### config.mk
export PLATFORM = sky130hd
export DESIGN_NAME = multi_timer_flat
export DESIGN_NICKNAME = d
export VERILOG_FILES = /design/src/rtl/multi_timer_if.sv /design/src/rtl/multi_timer.sv /design/src/flat_wrapper.sv
export SDC_FILE = /design/constraint.sdc
export NUM_CORES = 1
export LEC_CHECK = 0
export BUFFER_PORTS_ARGS = -buffer_cell sky130_fd_sc_hd__buf_4
export CORE_MARGIN = 2
export CORE_UTILIZATION = 45
export CTS_BUF_LIST = sky130_fd_sc_hd__clkbuf_2 sky130_fd_sc_hd__clkbuf_4 sky130_fd_sc_hd__clkbuf_8
export DETAILED_ROUTE_END_ITERATION = 6
export GPL_TIMING_DRIVEN = 0
export PLACE_DENSITY_LB_ADDON = 0.3
export SETUP_SLACK_MARGIN = 0.15
export SYNTH_ARGS = -nofsm -noshare
export SYNTH_HDL_FRONTEND = slang
export SYNTH_SLANG_ARGS = --single-unit
### constraint.sdc
create_clock -name clk -period 2 [get_ports clk]
set_input_delay 0.3 -clock clk [delete_from_list [all_inputs] [get_ports clk]]
set_output_delay 0.3 -clock clk [all_outputs]
set_load 0.1 [all_outputs]
### src/rtl/multi_timer_if.sv
// Bundle of the multi_timer control and status signals.
// The user side drives tick, enables, modes and delays; the timer drives status back.
interface multi_timer_if #(
    parameter int CHANNELS = 4,
    parameter int WIDTH    = 10
);
    logic                      clk1kHz;
    logic [CHANNELS-1:0]       enable;
    logic [CHANNELS-1:0]       periodic;
    logic [CHANNELS*WIDTH-1:0] delayInMs;
    logic [CHANNELS-1:0]       timeout;
    logic [CHANNELS-1:0]       running;
    logic [CHANNELS*WIDTH-1:0] remaining;

    modport master (
        output clk1kHz, enable, periodic, delayInMs,
        input  timeout, running, remaining
    );

    modport slave (
        input  clk1kHz, enable, periodic, delayInMs,
        output timeout, running, remaining
    );
endinterface

### src/rtl/multi_timer.sv
// Multi-channel millisecond down-counter with one-shot and auto-reload modes.
// All channels share one edge-detected 1 kHz tick; every output comes straight from a register.
module multi_timer #(
    parameter int CHANNELS = 4,
    parameter int WIDTH    = 10
) (
    input  logic          clk,
    input  logic          rst,
    multi_timer_if.slave  bus
);
    typedef enum logic [1:0] {
        ST_IDLE = 2'd0,
        ST_RUN  = 2'd1,
        ST_DONE = 2'd2
    } state_t;

    logic r_tick_q;
    logic w_tick;

    always_ff @(posedge clk) begin
        if (rst) begin
            r_tick_q <= 1'b0;
        end else begin
            r_tick_q <= bus.clk1kHz;
        end
    end

    assign w_tick = bus.clk1kHz & ~r_tick_q;

    for (genvar gi = 0; gi < CHANNELS; gi++) begin : g_ch
        state_t           r_state;
        logic [WIDTH-1:0] r_count;
        logic             r_timeout;
        logic             r_running;
        logic [WIDTH-1:0] w_delay;
        logic             w_expire;

        assign w_delay  = bus.delayInMs[gi*WIDTH +: WIDTH];
        // A zero count in RUN only arises from a zero periodic reload: expire every cycle.
        assign w_expire = (r_count == '0) || (w_tick && (r_count == WIDTH'(1)));

        always_ff @(posedge clk) begin
            if (rst || !bus.enable[gi]) begin
                r_state   <= ST_IDLE;
                r_count   <= '0;
                r_timeout <= 1'b0;
                r_running <= 1'b0;
            end else begin
                case (r_state)
                    ST_IDLE: begin
                        r_count <= w_delay;
                        if (w_delay != '0) begin
                            r_state   <= ST_RUN;
                            r_running <= 1'b1;
                            r_timeout <= 1'b0;
                        end else if (bus.periodic[gi]) begin
                            r_state   <= ST_RUN;
                            r_running <= 1'b1;
                            r_timeout <= 1'b1;
                        end else begin
                            r_state   <= ST_DONE;
                            r_running <= 1'b0;
                            r_timeout <= 1'b1;
                        end
                    end
                    ST_RUN: begin
                        if (w_expire) begin
                            r_timeout <= 1'b1;
                            if (bus.periodic[gi]) begin
                                r_count <= w_delay;
                            end else begin
                                r_count   <= '0;
                                r_state   <= ST_DONE;
                                r_running <= 1'b0;
                            end
                        end else begin
                            r_timeout <= 1'b0;
                            if (w_tick) begin
                                r_count <= r_count - WIDTH'(1);
                            end
                        end
                    end
                    ST_DONE: begin
                        r_count   <= '0;
                        r_timeout <= 1'b1;
                        r_running <= 1'b0;
                    end
                    default: begin
                        r_state   <= ST_IDLE;
                        r_count   <= '0;
                        r_timeout <= 1'b0;
                        r_running <= 1'b0;
                    end
                endcase
            end
        end

        assign bus.timeout[gi]                   = r_timeout;
        assign bus.running[gi]                   = r_running;
        assign bus.remaining[gi*WIDTH +: WIDTH]  = r_count;
    end
endmodule

### src/flat_wrapper.sv
// flat-port wrapper written by rule: the top's interface ports become plain ports
module multi_timer_flat 
#(
    parameter int CHANNELS = 4,
    parameter int WIDTH    = 10
)
  (clk, rst, bus_clk1kHz, bus_enable, bus_periodic, bus_delayInMs, bus_timeout, bus_running, bus_remaining);
  multi_timer_if #(.CHANNELS(CHANNELS), .WIDTH(WIDTH)) bus_i ();
  input  logic clk;
  input  logic rst;
  input wire logic [$bits(bus_i.clk1kHz)-1:0] bus_clk1kHz;
  input wire logic [$bits(bus_i.enable)-1:0] bus_enable;
  input wire logic [$bits(bus_i.periodic)-1:0] bus_periodic;
  input wire logic [$bits(bus_i.delayInMs)-1:0] bus_delayInMs;
  output wire logic [$bits(bus_i.timeout)-1:0] bus_timeout;
  output wire logic [$bits(bus_i.running)-1:0] bus_running;
  output wire logic [$bits(bus_i.remaining)-1:0] bus_remaining;
  assign bus_i.clk1kHz = bus_clk1kHz;
  assign bus_i.enable = bus_enable;
  assign bus_i.periodic = bus_periodic;
  assign bus_i.delayInMs = bus_delayInMs;
  assign bus_timeout = bus_i.timeout;
  assign bus_running = bus_i.running;
  assign bus_remaining = bus_i.remaining;
  multi_timer #(.CHANNELS(CHANNELS), .WIDTH(WIDTH)) u_core (.clk(clk), .rst(rst), .bus(bus_i));
endmodule
==> flow_summary.yaml <==
run_status:
  status: "finished clean"
placement:
  dp_slack_ns: -0.244
  port_buffers: 97
  hpwl_um: 8860
  gp_congestion: 0.934
worst_hold_path:
  min_to: "u_core.r_tick_q$_SDFF_PP0_"
  min_from: "rst"
  min_path_cells: 2
  hp-class: "input pin to flip-flop"
cts:
  cts_buffer_depth: 2
  cts_buffers: 9
  cts_root_buf: "clkbuf_8"
  cts_tree: "built"
  htreeDepth: 3
  clock_sinks: 57
  cts.clk_slew.worst_paths_ns: 0.07
  clock_latency_ns: 0.34
sta:
  holdWs_ns: 0.186
  fin_skew_ns: 0.0133
  setup_tns_ns: 0
  period_needed_ns: 1.91
  rsz0062_at_grt: "true"
  final_hold_viol_count: 0
  tightest_slew_ns: 0.812
  postLayoutSetupSlackWorst_ns: 0.0876
  finalCritPeriodShare: 0.956
  setup_viol: 0
  slew_headroom: 0.458
  timing.fmax_ghz: 0.523
  slew_violations: 0
pwr:
  ir_drop_v: 0.000456
  switching_share: 0.415
  seqPwrFrac: 0.299
  powerDensity_mw_per_mm2: 761
  leakage_uw: 0.00246
  power_frac_clock: 0.252
  p_int_uw: 2590
  p_sw_uw: 1840
  p_comb_frac: 0.449
yosys:
  synth-seq-cells: 57
  synth_cells: 528
  seq_area_frac_synth: 0.286
  synth_edf_count: 0
  avgSynthCellArea_um2: 7.56
  synth_common_cells: "dfxtp_1, nand2_1, a21oi_1, nor2_1, o21ai_0"
  yosysTopAreaCell: "dfxtp_1"
  yosysMostFrequentCell: "dfxtp_1"
  synth-async-reset-ratio: 0
  synth_ff_type: "dfxtp_1"
  syn_area_mm2: 0.00399
  synth.top_cell.area_share: 0.286
  synthesis.nets: 587
  ys_warn_count: 0
  synth_cell_types: 63
  synth_area_leaders: "dfxtp_1, a21oi_1, o21ai_0, nand2_1, nor2_1"
setup_path:
  r2r_start: "u_core.g_ch[2].r_count[4]$_SDFFE_PP0P_"
  cp.required_ns: 2.24
  rrSetupSlack_ns: 0.09
  worst_r2r_path_depth: 6
  startpoint_type: "flip-flop"
  arrival_ns: 2.15
  critical_path_class: "flip-flop to flip-flop"
  r2r-end: "u_core.g_ch[2].r_count[5]$_SDFFE_PP0P_"
  crit_path_end_kind: "flip-flop"
  worstPathMaxFanout: 9
routing:
  route.met2.wl_um: 6440
  m1WireLength_um: 5560
  drtPass1Iterations: 5
  final_antenna_net_count: 0
  drc: 0
  vias: 4738
  top_layer: "met4"
  vias_per_cell: 6.01
  met3_length_um: 950
  wl_um: 13200
  drtIter0Drc: 213
  wire_per_inst_um: 16.7
global_route:
  grt_max_degree: 11
  grt_overflow: 0
  antenna_found_initial: 0
  grt_pass1_vias: 4269
  grt_pass1_wl_um: 20200
  grtUsageTotal: 0.252
job:
  drv_cap: 0
layout:
  final_nets: 734
  insertedDiodeCount: 0
  final_util: 0.671
  fillers: 708
  drive_gt1_frac: 0.413
  syn_to_final_growth_pct: 45.8
floorplan:
  core.rowCount: 34
  dieHeight_um: 98.2
  dieWidth_um: 98.2
  initial_core_util: 0.460
  die-area_mm2: 0.00965
  core_area_mm2: 0.00868
  io_pins: 99
-- logic make-up (layout without fill, tap and decap cells) --
kind of cell / after synthesis / in the layout / synth area share
DFF: 57 / 57 / 0.286
adders and majority gates: 8 / 8 / 0.0251
muxes: 5 / 5 / 0.0132
xor gates and xnor gates: 20 / 20 / 0.0439
buffers and inverters: 57 / 209 / 0.0620
and+or+nand+nor: 196 / 196 / 0.250
AOI/OAI and AO/OA: 185 / 185 / 0.320
-- worst max-delay path: stages (launching register included) --
cell and delay [ns]:
dfxtp_4 0.34, clkbuf_8 0.16, or4_4 0.58, o311ai_4 0.36, o221ai_1 0.18, nand2b_1 0.11, a21oi_1 0.06
-- layout by cell type (no fill, tap or decap), types with 16 or more instances in the layout --
cell	synthesis	routed
dfxtp_2	0	26
nor4_1	19	16
buf_4	8	142
nand2_1	49	46
inv_1	24	18
a21oi_1	45	43
nor2_1	45	42
dfxtp_1	57	17
o21ai_0	42	30
nor3_1	17	16
-- cell type report --
class	count	area, um2	area share
Buffer	33	243	0.0417
Clock buffer	11	145	0.0249
Clock inverter	5	55.1	0.00945
Inverter	24	97.6	0.0168
Multi-Input combinational cell	414	2880	0.495
Sequential cell	57	1230	0.211
Tap cell	108	135	0.0232
Timing Repair Buffer	136	1040	0.179
-- state kept, by name, summed over array words and instances, names as in the netlist --
name	cells
u_core.g_ch.r_state	8
u_core.g_ch.r_running	4
u_core.g_ch.r_count	40
u_core.r_tick_q	1
u_core.g_ch.r_timeout	4
-- worst max-delay path by stage --
stage	startpoint	to	slack, ns	depth (start not counted)
floorplan	u_core.g_ch[1].r_count[5]$_SDFFE_PP0P_	u_core.g_ch[1].r_count[1]$_SDFFE_PP0P_	-0.11	5
global placement	u_core.g_ch[1].r_count[5]$_SDFFE_PP0P_	u_core.g_ch[1].r_count[1]$_SDFFE_PP0P_	-0.23	5
detailed placement	u_core.g_ch[1].r_count[5]$_SDFFE_PP0P_	u_core.g_ch[1].r_count[1]$_SDFFE_PP0P_	-0.24	5
CTS	u_core.g_ch[1].r_count[1]$_SDFFE_PP0P_	u_core.g_ch[1].r_count[1]$_SDFFE_PP0P_	0.05	7
global route	u_core.g_ch[2].r_count[0]$_SDFFE_PP0P_	u_core.g_ch[2].r_count[5]$_SDFFE_PP0P_	0.04	8
finish	u_core.g_ch[2].r_count[4]$_SDFFE_PP0P_	u_core.g_ch[2].r_count[5]$_SDFFE_PP0P_	0.09	6
-- per-stage QoR --
step                      power, uW  instance area (um2)  instances
after floorplan                2630                 4260        528
after global placement         3010                 5120        733
after detailed placement       3030                 5120        733
after CTS                      4240                 5520        768
after global routing           4640                 5820        788
final                          4430                 5820        788
-- power groups by stage --
stage | Clock [uW] | Sequential [uW] | Combinational [uW]
floorplan | 0 | 1720 | 914
detailed placement | 0 | 1350 | 1680
global placement | 0 | 1340 | 1670
CTS | 1130 | 1320 | 1790
global route | 1190 | 1340 | 2120
finish | 1120 | 1330 | 1990
-- per-layer routing --
layer | up-vias | GRT usage
li1 | 2276 | -
met1 | 2207 | 0.337
met2 | 230 | 0.413
met3 | 25 | 0.0429
met4 | 0 | 0.0875
met5 | - | 0
-- repair_timing --
item	in CTS	in global routing
gates cloned	1	0
endpoints found under the setup margin	42	41
pin swaps	11	31
hold buffers	0	0
gates resized for setup	18	42
buffers inserted	18	20
(Power assumes the default switching activity.)
